`src/rtl/demux_pkg.sv`:
```
// ---------------------------------------------------------------------------
// demux_pkg
// Shared definitions for the stream_demux_1xn block:
//   slot_state_e : occupancy state of one output slot (SLOT_EMPTY / SLOT_FULL)
//   sel_width(n) : width of a channel index able to address n channels
// ---------------------------------------------------------------------------
package demux_pkg;

  typedef enum logic {
    SLOT_EMPTY = 1'b0,
    SLOT_FULL  = 1'b1
  } slot_state_e;

  // A single-bit select is kept even for n <= 2 so the port never collapses
  // to zero width.
  function automatic int sel_width(input int n);
    return (n <= 2) ? 1 : $clog2(n);
  endfunction

endpackage

```
`src/rtl/demux_out_slot.sv`:
```
// ---------------------------------------------------------------------------
// demux_out_slot
// One-entry registered output slot of the stream demultiplexer.
// Ports:
//   clk     : rising-edge clock
//   i_rst   : synchronous active-high reset (empties the slot, clears data)
//   i_load  : write i_d into the slot this cycle
//   i_pop   : consumer takes the held word this cycle
//   i_d     : incoming word
//   o_valid : slot holds a word
//   o_q     : held word (keeps its last value while empty)
// ---------------------------------------------------------------------------
module demux_out_slot
  import demux_pkg::*;
#(
  parameter int W = 8
) (
  input  logic         clk,
  input  logic         i_rst,
  input  logic         i_load,
  input  logic         i_pop,
  input  logic [W-1:0] i_d,
  output logic         o_valid,
  output logic [W-1:0] o_q
);

  slot_state_e  r_state;
  slot_state_e  w_state_nxt;
  logic [W-1:0] r_data;

  always_ff @(posedge clk) begin
    if (i_rst) r_state <= SLOT_EMPTY;
    else       r_state <= w_state_nxt;
  end

  // A load always wins over a pop on the same edge, so a popped slot can be
  // refilled without a bubble.
  always_ff @(posedge clk) begin
    if (i_rst)       r_data <= '0;
    else if (i_load) r_data <= i_d;
  end

  always_comb begin
    w_state_nxt = r_state;
    case (r_state)
      SLOT_EMPTY: if (i_load)           w_state_nxt = SLOT_FULL;
      SLOT_FULL:  if (i_pop && !i_load) w_state_nxt = SLOT_EMPTY;
      default:                          w_state_nxt = SLOT_EMPTY;
    endcase
  end

  assign o_valid = (r_state == SLOT_FULL);
  assign o_q     = r_data;

endmodule

```
`src/rtl/stream_demux_1xn.sv`:
```
// ---------------------------------------------------------------------------
// stream_demux_1xn
// 1-to-N_CH valid/ready stream demultiplexer with one registered slot per
// output channel, so a stalled consumer never blocks the other channels.
// Optional per-channel saturating transfer counters: STREAM_DEMUX_CNT_EN.
// Ports:
//   clk, rst   : clock, synchronous active-high reset
//   in_valid   : producer has a word
//   in_ready   : word is accepted this cycle (combinational on in_sel/state)
//   in_data    : word to route
//   in_sel     : destination channel index
//   out_valid  : bit k set while channel k holds a word
//   out_ready  : bit k set when consumer k takes its word
//   out_data   : channel k word at [k*W +: W]
//   drop       : one-cycle pulse after a word with out-of-range in_sel
//   xfer_cnt   : channel k completed-transfer count at [k*CNT_W +: CNT_W]
//                (constant 0 unless STREAM_DEMUX_CNT_EN is defined)
// ---------------------------------------------------------------------------
module stream_demux_1xn
  import demux_pkg::*;
#(
  parameter int W     = 8,
  parameter int N_CH  = 4,
  parameter int SEL_W = sel_width(N_CH),
  parameter int CNT_W = 16
) (
  input  logic                  clk,
  input  logic                  rst,
  input  logic                  in_valid,
  output logic                  in_ready,
  input  logic [W-1:0]          in_data,
  input  logic [SEL_W-1:0]      in_sel,
  output logic [N_CH-1:0]       out_valid,
  input  logic [N_CH-1:0]       out_ready,
  output logic [N_CH*W-1:0]     out_data,
  output logic                  drop,
  output logic [N_CH*CNT_W-1:0] xfer_cnt
);

  logic            w_in_range;
  logic            w_in_fire;
  logic [N_CH-1:0] w_load;
  logic [N_CH-1:0] w_pop;
  logic            r_drop;

  // Extra bit so N_CH itself is representable in the comparison.
  assign w_in_range = ({1'b0, in_sel} < (SEL_W+1)'(N_CH));

  // Out-of-range words are always accepted so they drain instead of
  // wedging the producer.
  always_comb begin
    in_ready = 1'b1;
    if (w_in_range) in_ready = ~out_valid[in_sel] | out_ready[in_sel];
  end

  assign w_in_fire = in_valid & in_ready;

  for (genvar k = 0; k < N_CH; k++) begin : g_ch
    assign w_load[k] = w_in_fire & w_in_range & (in_sel == SEL_W'(k));
    assign w_pop[k]  = out_valid[k] & out_ready[k];

    demux_out_slot #(.W(W)) u_slot (
      .clk     (clk),
      .i_rst   (rst),
      .i_load  (w_load[k]),
      .i_pop   (w_pop[k]),
      .i_d     (in_data),
      .o_valid (out_valid[k]),
      .o_q     (out_data[k*W +: W])
    );
  end

  always_ff @(posedge clk) begin
    if (rst) r_drop <= 1'b0;
    else     r_drop <= w_in_fire & ~w_in_range;
  end

  assign drop = r_drop;

`ifdef STREAM_DEMUX_CNT_EN
  function automatic logic [CNT_W-1:0] sat_inc(input logic [CNT_W-1:0] c);
    return (&c) ? c : c + CNT_W'(1);
  endfunction

  logic [CNT_W-1:0] r_cnt [N_CH];

  for (genvar k = 0; k < N_CH; k++) begin : g_cnt
    always_ff @(posedge clk) begin
      if (rst)           r_cnt[k] <= '0;
      else if (w_pop[k]) r_cnt[k] <= sat_inc(r_cnt[k]);
    end
    assign xfer_cnt[k*CNT_W +: CNT_W] = r_cnt[k];
  end
`else
  assign xfer_cnt = '0;
`endif

endmodule

```
`config.mk`:
```
export PLATFORM = sky130hd
export DESIGN_NAME = stream_demux_1xn
export DESIGN_NICKNAME = d
export VERILOG_FILES = /design/src/rtl/demux_pkg.sv /design/src/rtl/demux_out_slot.sv /design/src/rtl/stream_demux_1xn.sv
export SDC_FILE = /design/constraint.sdc
export NUM_CORES = 1
export LEC_CHECK = 0
export ABC_CLOCK_PERIOD_IN_PS = 2029
export BUFFER_PORTS_ARGS = -buffer_cell sky130_fd_sc_hd__buf_2
export CORE_ASPECT_RATIO = 0.6
export CORE_MARGIN = 1.5
export CORE_UTILIZATION = 25
export DETAILED_ROUTE_END_ITERATION = 10
export SKIP_CTS_REPAIR_TIMING = 1
export SLEW_MARGIN = 20
export SYNTH_ARGS = -nofsm -noshare
export SYNTH_HDL_FRONTEND = slang
export SYNTH_SLANG_ARGS = --single-unit
```
`constraint.sdc`:
```
create_clock -name clk -period 2.03 [get_ports clk]
set_input_delay 0.1015 -clock clk [delete_from_list [all_inputs] [get_ports clk]]
set_output_delay 0.1015 -clock clk [all_outputs]
set_load 0.005 [all_outputs]
```
# Word level (Yosys, flattened, before mapping)
# Index checks and enable logic that the tools add are counted.
classes:
  eq_ne: 3
  order_cmp: 1
  n_mux: 16
  bitwise_logic: 15
  reduce_logical: 9
ops:
  columns: ["op", "count"]
  rows:
  - ["$mux 1", 10]
  - ["$and 1x1->1", 9]
  - ["$pmux 1 s2", 4]
  - ["$not 1->1", 5]
  - ["$bmux 1 s2", 2]
  - ["$eq 2x2->1 const B", 2]
  - ["$logic_and 1x1->1", 4]
  - ["$logic_not 1->1", 4]
  - ["$lt 2x3->1 const B", 1]
  - ["$eq 2x1->1 const B", 1]
  - ["$logic_not 2->1", 1]
  - ["$or 1x1->1", 1]
totals:
  word_cells: 52
  ff_bits: 36

# Logic depth before layout (Yosys ltp)
depth:
  ltp_word: 10
  depth_mapped: 4
  ltp_nobuf: 3

# Modules after synthesis
# From an unflattened synthesis, not the netlist that was laid out.
unflattened:
  cells_unflattened: 199
  hier_area_um2: 1906.8
by_module_without_submodules:
  columns: ["mod", "n_inst", "cells_each", "area_each_um2"]
  rows:
  - ["demux_out_slot", 4, 30, 321.6]
  - ["stream_demux_1xn", 1, 79, 620.6]

# Worst setup path after synthesis
# OpenSTA, ideal clock, no wires.
synth_timing:
  kind: "reg2reg"
  startpoint: "register g_ch[0].u_slot.r_state"
  endpoint: "register g_ch[0].u_slot.r_data[5]"
  path_slack_ns: 0.897
  t_required_ns: 1.909
  synth_period_minus_slack_ns: 1.133
  arrival_time_ns: 1.012
  setup_ns: 0.121
  n_path_buf: 1
  stages_incl_launch_ff: 5
  cell_sequence: "dfxtp_1 > nor2b_1 > or3_1 > buf_6 > mux2i_1"
synth_between:
  elab_chain_len: 6
synth_rtl:
  columns: ["item", "line", "source"]
  rows:
  - ["start: declaration", "demux_out_slot.sv:27", "slot_state_e r_state;"]
  - ["start signal: assignment", "demux_out_slot.sv:33", "else r_state <= w_state_nxt;"]
  - ["$bmux 1 s2", "stream_demux_1xn.sv:53", "if (w_in_range) in_ready = ~out_valid[in_sel] | out_ready[in_sel];"]
  - ["$mux 1 (not written as such)", "stream_demux_1xn.sv:53", null]
  - ["$not 1->1", "stream_demux_1xn.sv:53", null]
  - ["$or 1x1->1", "stream_demux_1xn.sv:53", null]
  - ["$and 1x1->1", "stream_demux_1xn.sv:56", "assign w_in_fire = in_valid & in_ready;"]
  - ["$and 1x1->1", "stream_demux_1xn.sv:59", "assign w_load[k] = w_in_fire & w_in_range & (in_sel == SEL_W'(k));"]
  - ["end signal: assignment", "demux_out_slot.sv:40", "else if (i_load) r_data <= i_d;"]
  - ["end: declaration", "demux_out_slot.sv:29", "logic [W-1:0] r_data;"]
# Every way passes these cells. The select of a mux whose other input is x is not followed.
# A chain may end at the register's enable or synchronous reset.

# Worst setup path after layout
layout_timing:
  startpoint: "register g_ch[1].u_slot.r_state"
  endpoint: "output in_ready"
layout_between:
  elab_chain_len: 4
layout_rtl:
  columns: ["item", "line", "source"]
  rows:
  - ["start: declaration", "demux_out_slot.sv:27", null]
  - ["start signal: assignment", "demux_out_slot.sv:33", null]
  - ["$bmux 1 s2", "stream_demux_1xn.sv:53", null]
  - ["$mux 1 (not written as such)", "stream_demux_1xn.sv:53", null]
  - ["$not 1->1", "stream_demux_1xn.sv:53", null]
  - ["$or 1x1->1", "stream_demux_1xn.sv:53", null]
  - ["end: declaration", "stream_demux_1xn.sv:30", "output logic in_ready,"]
# Every way passes these cells. The select of a mux whose other input is x is not followed.

==> results.txt <==
The minimum clock period after layout is 1.456 ns. In this design, the stage delay of the slowest critical-path cell is 0.52 ns. The overall die area came out at 0.008525 sq mm. Across every metal layer, demand over resource in global routing totals 0.09063. During placement, the flow inserted port buffers numbering 53.

The antenna violation net count after detailed routing is 0. The headroom to the max-slew limit came out at 0.5370. The register bit count reported by yosys came out at 36.

The worst setup path is launched from a flop. The weighted congestion at the end of routability-driven global placement is 0.6810. The slowest stage cell on the critical path is mux4_1. The worst setup path is of the reg2out kind. The number of synthesized flops with an enable pin came out at 0.

The average cell area after synthesis is 9.758 sq um. The peak ir drop on the vdd network came out at 0.3534 mV. The length of the first detailed-routing pass in iterations came out at 4. Max-cap violations in this run came to 0. The final worst setup slack is 0.5739 ns. The global-route wire length before repair is 6023 microns. Of all nets on the critical path, the largest fanout is 4. For this run, design rule violations remaining after detail routing come to 0. The signal on the critical path passes through nand2b_1 > mux4_1 > buf_2. Once placement completed, the tool counted placed cells totaling 349.

Timing analysis after detailed placement gives a worst setup slack of 0.6255 ns. The tightest min-delay check is of the in2reg type. The master cell of the clock root buffer is clkbuf_16.

The TritonCTS clock tree is yes. The synthesized netlist contains 18 unique library cells. Counting the fill cells in the layout gives 811.

The remaining global-route overflow came out at 0. The arrival time at the worst endpoint is 1.35 ns. The clock latency on the worst-skew pair is 0.27 ns. Setup total negative slack on the finished layout was measured at 0 ns.

The clock tree skew after final layout came out at 0.004556 ns. Yosys printed 0 warnings. The routed wire length per instance is 11.53 microns.

Yosys attributes the largest share of cell area to dfxtp_1 36%, buf_4 26%, mux2i_1 16%. The H-tree level count is 2. The synthesized instance count is 204. The worst-case clock buffer depth came out at 2. In the synthesized netlist, the cells that appear most often are 69 x buf_4, 45 x nand2b_1, 36 x dfxtp_1. Among cell families on the critical path, the largest total delay comes from multiplexers. Once layout is complete, the utilization of the core stands at 0.2970. The pin count of the biggest net entering global routing came out at 45. Relative to the synthesized area, the layout overhead comes to 11.57%. The highest achievable clock rate is 686.7 MHz. The share of the clock period used by the worst path after layout came out at 0.7173. Of the post-synthesis cell area, the dominant cell type holds 0.3620. In the synthesized netlist the async set-or-reset flop fraction comes to 0. Measured along the x axis, the die boundary spans 118.2 microns.

The detailed router finished its first iteration with 28 violations. The die is 72.12 microns tall. The number of buffers created by CTS is 5. STA classifies the critical path endpoint as a primary output. For this design the static power due to leakage is 0.001182 uW. The flow ran to the end, and the final reports show no timing, DRC or antenna violations. The post-route non-filler standard cell count is 356.

The number of global-route vias before repair is 1134. The repair_antennas step left the layout with diodes totalling 0. The buffers plus inverters on the worst setup path is 1.

The post-synthesis sequential area ratio is 0.3620. The tightest hold margin is 0.1585 ns. The average vias per placed instance came out at 3.489.

Clock-pin slew was measured on the worst setup and hold paths at 0.05 ns. The most used flip-flop cell after synthesis is dfxtp_1. The most frequently used cell type in the post-synthesis netlist is buf_4. For this block, the via count after detailed routing is 1242.

The final wirelength came out at 4106 microns. The largest total area in the synthesized netlist belongs to dfxtp_1. During I/O placement, the number of pins put on the boundary was 119. The area of the core region came out at 0.007477 sq mm.

The transition at the pin with the smallest max-transition slack came out at 0.6909 ns. The number of max-slew violations in the final report was 0. The data required time at the worst endpoint is 1.93 ns.

The CTS sink count is 36. The power per standard cell area came out at 762.5 mW/mm^2. Setup repair after global routing left no endpoint under its margin.

The detailed-placement wirelength estimate is 3175 microns. The count of endpoints failing hold in the final timing report is 0. In this run the core area contains 24 standard-cell rows. The final layout net count is 269.

The proportion of layout cells with a drive suffix above 1 came out at 0.2460. The initial utilization of the core area, before any placement, comes to 0.2662. The total of endpoints with negative setup slack in the final report came out at 0. The initial antenna violation count was 0. The area of the mapped netlist came out at 0.001991 sq mm.
## sequential cells by signal, indices dropped and copies added, names as in the netlist
register,cells
g_ch.u_slot.o_valid,4
g_ch.u_slot.o_q,32
## layout by cell type (no fill, tap or decap), drive strengths merged, types with 4 or more instances in the layout
master / count
buf: 54
clkbuf: 7
mux2i: 32
conb: 65
dfxtp: 36
nand2b: 45
a21oi: 4
## routing by layer
metal  global-route usage  up-vias  wire length (microns)
li1                     -      616                      -
met4              0.01355        0                      0
met2               0.1324       44                   1746
met1               0.1295      582                   2130
met5                    0        -                      0
met3              0.03302        0                    229
## tightest hold or removal path: cells and delay by family
family	cells	cell delay (ns)
buffers and inverters	1	0.09
AO/OA/AOI/OAI	1	0.07
AND/OR/NAND/NOR	1	0.12
## report_power, final
group	switching, uW	internal, uW
clock	268	514
combinational	97.2	68.7
sequential	12.8	733
## worst paths after layout
path	start	to	slack [ns]	depth (start not counted)
setup / recovery	g_ch[1].u_slot.o_valid$_SDFF_PP0_	in_ready	0.57	3
hold / removal	out_ready[0]	g_ch[0].u_slot.o_valid$_SDFF_PP0_	0.16	3
setup reg to reg	g_ch[2].u_slot.o_valid$_SDFF_PP0_	g_ch[2].u_slot.o_q[5]$_SDFFE_PP0P_	0.60	3
hold reg to reg	g_ch[0].u_slot.o_q[6]$_SDFFE_PP0P_	g_ch[0].u_slot.o_q[6]$_SDFFE_PP0P_	0.47	2
## area by class of cell
class	count	area, sq um	share of cell area
well taps	104	130.1	0.05859
flip-flops and latches	36	720.7	0.3245
repair buffers	54	272.8	0.1228
clock buffers	7	152.6	0.06873
multi-input cells	155	944.7	0.4254
## through the flow
step	area [sq um]	power [uW]
after floorplan	2231	958.1
after global placement	2068	923.4
after detailed placement	2068	925.7
after CTS	2221	1713
after global routing	2221	1766
final	2221	1694
## cells by family (layout without fill, tap and decap cells)
group           Yosys count  after routing  synth area share
compound gates            4              4           0.01006
buf+inv                  77             61            0.2841
flops                    36             36            0.3620
simple gates             53             53            0.1678
other cells               1             65          0.001884
mux                      33             33            0.1741
Note: power is estimated with default switching activity, not from simulation.
